--- config.mk ---
export PLATFORM = sky130hd
export DESIGN_NAME = traffic_light_safety_monitor
export DESIGN_NICKNAME = d
export VERILOG_FILES = /design/src/rtl/traffic_light_safety_monitor.sv
export SDC_FILE = /design/constraint.sdc
export NUM_CORES = 1
export LEC_CHECK = 0
export ABC_AREA = 1
export CAP_MARGIN = 15
export CORE_UTILIZATION = 48
export CTS_CLUSTER_SIZE = 25
export DETAILED_ROUTE_END_ITERATION = 10
export PLACE_DENSITY = 0.75
export SYNTH_ARGS = -nofsm -noshare
export SYNTH_HDL_FRONTEND = slang
export SYNTH_SLANG_ARGS = --single-unit
--- constraint.sdc ---
create_clock -name clk -period 1.8 [get_ports clk]
set_input_delay 0.27 -clock clk [delete_from_list [all_inputs] [get_ports clk]]
set_output_delay 0.27 -clock clk [all_outputs]
set_load 0.02 [all_outputs]
--- src/rtl/traffic_light_safety_monitor.sv ---
// traffic_light_safety_monitor: vets controller light vectors, drives lamps, latches faults into flashing red.
// Optional stuck-input watchdog enabled by defining WATCHDOG_EN.
module traffic_light_safety_monitor #(
  parameter int FLASH_HALF   = 5,
  parameter int MIN_YELLOW   = 2,
  parameter int SYNC_CYCLES  = 4,
  parameter int STUCK_CYCLES = 64
) (
  input  logic       clk,
  input  logic       rst,
  input  logic [2:0] light_M1_in,
  input  logic [2:0] light_M2_in,
  input  logic [2:0] light_MT_in,
  input  logic [2:0] light_S_in,
  input  logic       fault_clr,
  output logic [2:0] lamp_M1,
  output logic [2:0] lamp_M2,
  output logic [2:0] lamp_MT,
  output logic [2:0] lamp_S,
  output logic       fault,
  output logic [2:0] fault_code
);
  localparam logic [2:0] RED = 3'b100;
  localparam logic [2:0] YEL = 3'b010;
  localparam logic [2:0] GRN = 3'b001;
  localparam int YW = $clog2(MIN_YELLOW + 1);
  localparam int FW = $clog2(FLASH_HALF + 1);
  localparam int SW = $clog2(SYNC_CYCLES + 1);
  typedef enum logic [1:0] {S_WAIT, S_PASS, S_FAULT} state_t;
  state_t r_state, w_state_nx;
  logic [3:0][2:0] w_in, r_prev, r_lamp, w_lamp_nx;
  logic [3:0][YW-1:0] r_ycnt;
  logic [3:0] w_go;
  logic [2:0] r_code, w_code, w_code_nx;
  logic [SW-1:0] r_sync, w_sync_nx;
  logic [FW-1:0] r_flash, w_flash_nx;
  logic r_on, w_on_nx, w_illegal, w_short, w_conflict, w_stuck, w_flip;
  assign w_in = {light_S_in, light_MT_in, light_M2_in, light_M1_in};
  assign w_go = {|light_S_in[1:0], |light_MT_in[1:0], |light_M2_in[1:0], |light_M1_in[1:0]};
  assign w_conflict = (w_go[3] & (w_go[0] | w_go[1] | w_go[2])) | (w_go[2] & w_go[1]);
  always_comb begin
    w_illegal = 1'b0;
    w_short = 1'b0;
    for (int k = 0; k < 4; k++) begin
      w_illegal = w_illegal | !$onehot(w_in[k]);
      w_short = w_short | (w_in[k] == RED && (r_prev[k] == GRN ||
                (r_prev[k] == YEL && r_ycnt[k] < YW'(MIN_YELLOW))));
    end
  end
`ifdef WATCHDOG_EN
  localparam int KW = $clog2(STUCK_CYCLES + 1);
  logic [KW-1:0] r_stuck;
  logic w_same;
  assign w_same = w_in == r_prev;
  assign w_stuck = r_state == S_PASS && w_same && r_stuck == KW'(STUCK_CYCLES - 1);
  always_ff @(posedge clk)
    r_stuck <= (rst || r_state != S_PASS || !w_same) ? '0 : r_stuck + 1'b1;
`else
  assign w_stuck = STUCK_CYCLES < 0;
`endif
  assign w_code = w_illegal ? 3'd1 : w_conflict ? 3'd2 : w_short ? 3'd3 : w_stuck ? 3'd4 : 3'd0;
  assign w_flip = r_flash == FW'(FLASH_HALF - 1);
  always_comb begin
    w_state_nx = r_state;
    w_lamp_nx = {4{RED}};
    w_code_nx = r_code;
    w_sync_nx = '0;
    w_flash_nx = '0;
    w_on_nx = 1'b1;
    case (r_state)
      S_PASS: begin
        if (w_code != 3'd0) begin
          w_state_nx = S_FAULT;
          w_code_nx = w_code;
        end else w_lamp_nx = w_in;
      end
      S_WAIT: begin
        if (w_code != 3'd0) begin
          w_state_nx = S_FAULT;
          w_code_nx = w_code;
        end else if (r_sync == SW'(SYNC_CYCLES - 1)) begin
          w_state_nx = S_PASS;
          w_code_nx = 3'd0;
        end else w_sync_nx = r_sync + 1'b1;
      end
      S_FAULT: begin
        if (fault_clr) w_state_nx = S_WAIT;
        else begin
          w_flash_nx = w_flip ? '0 : r_flash + 1'b1;
          w_on_nx = w_flip ? !r_on : r_on;
          w_lamp_nx = w_on_nx ? {4{RED}} : '0;
        end
      end
      default: w_state_nx = S_WAIT;
    endcase
  end
  always_ff @(posedge clk) begin
    if (rst) begin
      r_state <= S_WAIT;
      r_lamp <= {4{RED}};
      r_code <= '0;
      r_prev <= '0;
      r_ycnt <= '0;
      r_sync <= '0;
      r_flash <= '0;
      r_on <= 1'b1;
    end else begin
      r_state <= w_state_nx;
      r_lamp <= w_lamp_nx;
      r_code <= w_code_nx;
      r_prev <= w_in;
      r_sync <= w_sync_nx;
      r_flash <= w_flash_nx;
      r_on <= w_on_nx;
      for (int k = 0; k < 4; k++)
        r_ycnt[k] <= w_in[k] != YEL ? '0 : r_ycnt[k] == YW'(MIN_YELLOW) ? r_ycnt[k] : r_ycnt[k] + 1'b1;
    end
  end
  assign {lamp_S, lamp_MT, lamp_M2, lamp_M1} = r_lamp;
  assign fault = r_state == S_FAULT;
  assign fault_code = r_code;
endmodule
Word-level counts from Yosys, hierarchy flattened
Cells that the tools add are included.
W data, S select, Z words.

operators by class
  $add $sub $neg = 14
  multipliers = 0
  divide/modulo/power cells = 0
  order comparisons = 4
  equality and inequality tests = 31
  shifts and indexed selects = 0
  multiplexer cells = 17
  bitwise gates (word level) = 13
  reductions and logical operators = 33

operators with widths
  operator               number
  $mux W12               3
  $pmux W12 S2           1
  $reduce_or A2 Y1       8
  $eq A3 B2 Y1 const B   5
  $eq A3 B3 Y1 const B   5
  $mux W2                7
  $eq A3 B1 Y1 const B   4
  $ne A3 B2 Y1 const B   4
  $eq A2 B1 Y1 const B   5
  $eq A2 B2 Y1 const B   5
  $mux W3                3
  $or A1 B1 Y1           9
  $add A1 B1 Y2          4
  $add A2 B1 Y2          4
  $add A2 B1 Y2 const B  4
  $logic_and A1 B1 Y1    8
  $lt A2 B2 Y1 const B   4
  $reduce_or A4 Y1       2
  $add A3 B1 Y3 const B  2
  $pmux W2 S3            1
  $pmux W3 S2            1
  $reduce_and A3 Y1      2
  $logic_not A1 Y1       5
  $logic_or A1 B1 Y1     4
  9 further kinds        12

word-level totals
  flip-flop bits (word level) = 44
  latch bits = 0
  bits in writable memories = 0
  ROM bits = 0
  bits of input ports = 15
  output and inout port bits = 16
  logic and storage cells = 129
  memories kept = 0

Logic depth before layout (Yosys ltp)
  depth in word-level cells = 13
  depth in mapped cells = 13
  mapped depth without buffers = 13

Least setup slack after synthesis
OpenSTA, ideal clock, no wires.

  path type = in2reg
  start = input port light_MT_in[0]
  end = register r_code[0], in the netlist fault_code[0]
  library setup time = 113 ps
  arrival = 1771 ps
  data required time = 1687 ps
  path slack = -83 ps
  stages on the path = 8
  buffers on the path = 0
  cell sequence = inv_1 > fa_1 > nor4_4 > nand3_2 > nor3_1 > nor2_1 > nor2_1 > nor2_1

on the way
  word-level cells in the longest chain between the ends = 10
  elaborated cells between the ends (all ways) = 25
  those cells by class = 2 x add/sub; 4 x eq/ne; 6 x mux; 8 x bitwise; 5 x reduce/logical

ends and longest elaborated chain
  element                                                                            RTL line  RTL
  from (decl)                                                                        13        input logic [2:0] light_MT_in,
  $add A1 B1 Y2 (not written as such) / $eq A3 B3 Y1 (equally long branches)         45, 46
  $add A2 B1 Y2 (not written as such) / $logic_and A1 B1 Y1 (equally long branches)  45, 46
  $eq A2 B1 Y1 / $or A1 B1 Y1 (equally long branches)                                45, 46
  $logic_not A1 Y1 / $or A1 B1 Y1 (equally long branches)                            45, 46
  $or A1 B1 Y1 / $mux W2 (equally long branches) (2 in series)                       45, 61
  $mux W2 *                                                                          61        assign w_code = w_illegal ? 3'd1 : w_conflict ? 3'd2 : w_short ? 3'd3 : w_stuck ? 3'd4 : 3'd0;
  $reduce_bool A3 Y1                                                                 72, 78
  $ne A3 B3 Y1 (no source line) (tied with other cells)                              -
  $reduce_and A3 Y1 (no source line) / $pmux W3 S2 (equally long branches)           -
  to (signal assigned)                                                               110       r_code <= w_code_nx;
  to (decl)                                                                          34        logic [2:0] r_code, w_code, w_code_nx;

Every way passes the cells marked *; elsewhere a longest branch is shown, timed or not. The select of a mux whose other input is x is not followed.
A chain may end at the register's enable or synchronous reset.

Worst setup path after layout
  start = input port light_M1_in[1]
  end = register r_lamp (netlist bit lamp_S[0])

on the way
  word-level cells in the longest chain between the ends = 11
  elaborated cells between the ends (all ways) = 23
  those cells by class = 2 x add/sub; 2 x eq/ne; 5 x mux; 10 x bitwise; 4 x reduce/logical

ends and longest elaborated chain
  element                                                                            RTL line  RTL
  from (decl)                                                                        11        input logic [2:0] light_M1_in,
  $add A1 B1 Y2 (not written as such) / $eq A3 B3 Y1 (equally long branches)         45, 46
  $add A2 B1 Y2 (not written as such) / $logic_and A1 B1 Y1 (equally long branches)  45, 46
  $eq A2 B1 Y1 / $or A1 B1 Y1 (equally long branches)                                45, 46
  $logic_not A1 Y1 / $or A1 B1 Y1 (equally long branches)                            45, 46
  $or A1 B1 Y1 (on tied branches)                                                    45, 46
  $or A1 B1 Y1 / $mux W2 (equally long branches) (2 in series)                       45, 61
  $mux W2 *                                                                          61
  $reduce_bool A3 Y1 *                                                               72        if (w_code != 3'd0) begin
  $mux W12 *                                                                         72
  $pmux W12 S2 *                                                                     70        case (r_state)
  to (signal assigned)                                                               100       r_lamp <= {4{RED}};
  to (signal assigned)                                                               109       r_lamp <= w_lamp_nx;
  to (decl)                                                                          31        logic [3:0][2:0] w_in, r_prev, r_lamp, w_lamp_nx;

Every way passes the cells marked *; elsewhere a longest branch is shown, timed or not.

==> run_results.csv <==
group,metric,value,unit
status,status,"finished with violations",
status,violations,"setup timing",
layout,nets,332,
setup_path,worst_path_largest_cell_delay,0.53,ns
setup_path,end_kind,"register",
synth,yosys_warnings,0,
die,core,0.00400,mm2
power_and_ir_drop,power_density,750,mW/mm2
route,totalWireLength,3800,um
clock_network,clock_tree.buffer_depth,2,
flow_run,maxCapViolations,0,
route,vias_per_cell,4.65,
route,num_vias,1641,
synth,ys_ff_latch,43,
global_routing,grt_antenna_before_repair,0,
clock_network,clock-sinks,43,
layout,final_core_utilization,66.2,%
power_and_ir_drop,seq_power_share,50.6,%
place,gp_routability_congestion,0.832,
global_routing,grt.overflow.total,0,
setup_path,critical_path.slowest_cell,"sky130_fd_sc_hd__fa_1",
timing,timing_max_transition_violations_final,0,
global_routing,gr-usage-all-layers,19.1,%
layout,antenna_cells_inserted,0,
layout,flow.area_growth_from_synthesis,31.9,%
power_and_ir_drop,leakage_power,1.20,nW
power_and_ir_drop,total_switching_power,508,uW
clock_network,cts_hold_buf,0,
place,placement.cell_area,0.00250,mm2
timing,final_min_period_over_clock_period,102,%
place,dp_hpwl,2940,um
synth,mappedNetlistArea,0.00201,mm2
setup_path,startpoint_to_endpoint_class_of_the_critical_path,"input pin to register",
die,rows,23,
synth,combinational_family_with_the_most_area_after_synthesis,"simple AND/OR/NAND/NOR gates",
power_and_ir_drop,clkPwrFrac,33.0,%
die,floorplan.die.height,66.7,um
clock_network,clock_insertion_delay_worst_skew,0.29,ns
synth,postSynthNetCount,278,
clock_network,tritoncts.num_buffers,5,
timing,finalHoldViolations,0,
synth,synth_compound_gate_area_share,4.55,%
timing,achievable-frequency,546,MHz
die,start_util,50.2,%
synth,cell_count_after_synthesis,248,
synth,post_synth.cell_area_avg,8.09,um2
min_path,hold_depth,3,
layout,finalNonFillerCells,353,
route,drc,0,
die,die_width,66.7,um
power_and_ir_drop,switching_share_of_total_power,25.6,%
timing,grt_setup_unrepaired,"yes",
synth,yosys.area_share.simple,30.3,%
timing,setup_ws,-0.0308,ns
global_routing,grt_first_pass_wirelength,6140,um
die,die_area,0.00444,mm2
layout,layout.cell_area.non_filler,0.00265,mm2
setup_path,critical_path_required,2.02,ns
clock_network,cts.clk_slew.worst_paths,0.07,ns
timing,clock_period_minus_worst_slack,1.83,ns
timing,worst_clock_skew,0.00304,ns
clock_network,htree_levels,2,
synth,synth_cell_type_count,28,
power_and_ir_drop,max-vdd-ir-drop,0.374,mV
clock_network,clock_tree_from_tritoncts,"yes",
place,portBuffers,29,
setup_path,crit_path_max_fanout,6,
synth,yosys.area_share.xor_xnor,2.62,%
clock_network,cts_root_buffer,"sky130_fd_sc_hd__clkbuf_8",
timing,timing.final.setup_violations,6,
route,routedWlPerCell,10.8,um
route,drt_initial_violations,54,
setup_path,timing.critical_path.cells,"buf_6, fa_1, nand4_1, nor4_4, buf_4, nand2_4, inv_4, nand3_4, buf_12, nor3_2",
route,final_antenna_net_count,0,
global_routing,grt_max_degree,22,
place,post-place-ws,-0.784,ns
layout,mostFrequentLayoutCell,"sky130_fd_sc_hd__nor2_1",
min_path,hold_path_class,"input pin to register",
setup_path,critical_path.startpoint_type,"input pin",
layout,nFillCells,359,
power_and_ir_drop,combPwrFrac,16.4,%
synth,synth.area.mux_share,0,%
place,dp.cells,342,
layout,final_layout_size_suffix_gt1_share,21.5,%
setup_path,r2r.worst_path.cells,11,
power_and_ir_drop,internal_power,1.48,mW
setup_path,cp.arrival,2.05,ns
synth,seq_area_frac_synth,42.9,%
die,io_pins,31,
layout,layout.cells.most_common_list,"sky130_fd_sc_hd__nor2_1, sky130_fd_sc_hd__dfxtp_1, sky130_fd_sc_hd__inv_1",
global_routing,vias_in_the_first_global_route,1444,
route,drtPass1Iterations,4,
synth,synth_fa_ha_area_share,10.8,%
## metal layers
layer / track usage (%) / share of wire, %
met1: 22.2 / 43
met2: 33.1 / 50
met3: 4.28 / 4.4
met4: 8.78 / 2.7
met5: 0 / 0
## path summary, 6_finish.rpt
| check | startpoint | to | slack, ns |
|---|---|---|---|
| setup / recovery | light_M1_in[1] | lamp_S[0] | -0.03 |
| hold / removal | light_M2_in[2] | lamp_M2[2] | 0.33 |
| setup reg to reg | r_ycnt[3] | lamp_S[0] | 0.22 |
| hold reg to reg | r_sync[0] | r_sync[0] | 0.42 |
## worst max-delay path, delay by kind of cell
| kind | cells | cell delay [ns] |
|---|---|---|
| and+or+nand+nor | 5 | 0.74 |
| adders and majority gates | 1 | 0.53 |
| buffers and inverters | 4 | 0.52 |
## per-stage QoR
step                setup TNS, ns  power (mW)  hold slack (ns)
finish                     -0.118        1.99            0.330
global route                -1.19        2.08            0.339
CTS                      -0.00321        2.01            0.336
detailed placement         -13.94        1.36            0.417
global placement           -13.53        1.35            0.412
floorplan                  -0.127        1.22            0.354
## power by group through the flow
stage               clock [mW]  sequential [mW]  combinational (mW)
floorplan                    0             1.04               0.174
global placement             0             1.03               0.327
detailed placement           0             1.03               0.328
CTS                      0.677             1.01               0.325
global route             0.713             1.01               0.359
finish                   0.655             1.01               0.325
## timing repair
action                                 CTS  global route
buffers inserted                         1             2
gates resized for setup                 35             6
cloned                                   0             0
setup endpoints to repair               20            17
endpoints found under the hold margin    0             0
pin swaps                                8             5
## cell usage after synthesis, drive strengths merged
cell,instances,area [um2]
o21ai,9,48.8
xor2,5,43.8
ha,11,138
xnor2,1,8.76
buf,3,15.0
clkinv,1,3.75
conb,1,3.75
nand3,14,87.6
fa,4,80.1
a21oi,7,35.0
dfxtp,43,861
inv,41,154
nor4,1,21.3
nand4,5,31.3
a21boi,1,7.51
nand2,34,138
nor2,58,245
nor3,9,85.1
## cell families (layout without fill, tap and decap cells)
kind of cell,count (synthesis),in the layout
adders and majority gates,15,15
other,1,1
xor gates and xnor gates,6,6
DFF,43,43
buffers and inverters,45,100
and+or+nand+nor,121,121
AOI/OAI and AO/OA,17,17
## final cells by class
cell class	count	area, um2	share of cell area, %
flip-flops and latches	43	861	32.5
inverters	42	174	6.57
repair buffers	50	448	16.9
clock buffers	8	100	3.78
well taps	50	62.6	2.36
multi-input cells	160	1000	37.9
## sequential cells by signal (all words and copies together), names as in the netlist
signal	count
r_prev	12
r_ycnt	8
lamp_M1	3
lamp_M2	3
lamp_MT	3
lamp_S	3
r_flash	3
r_sync	3
fault_code	2
r_state	2
r_on	1
Note: power is estimated with default switching activity, not from simulation.
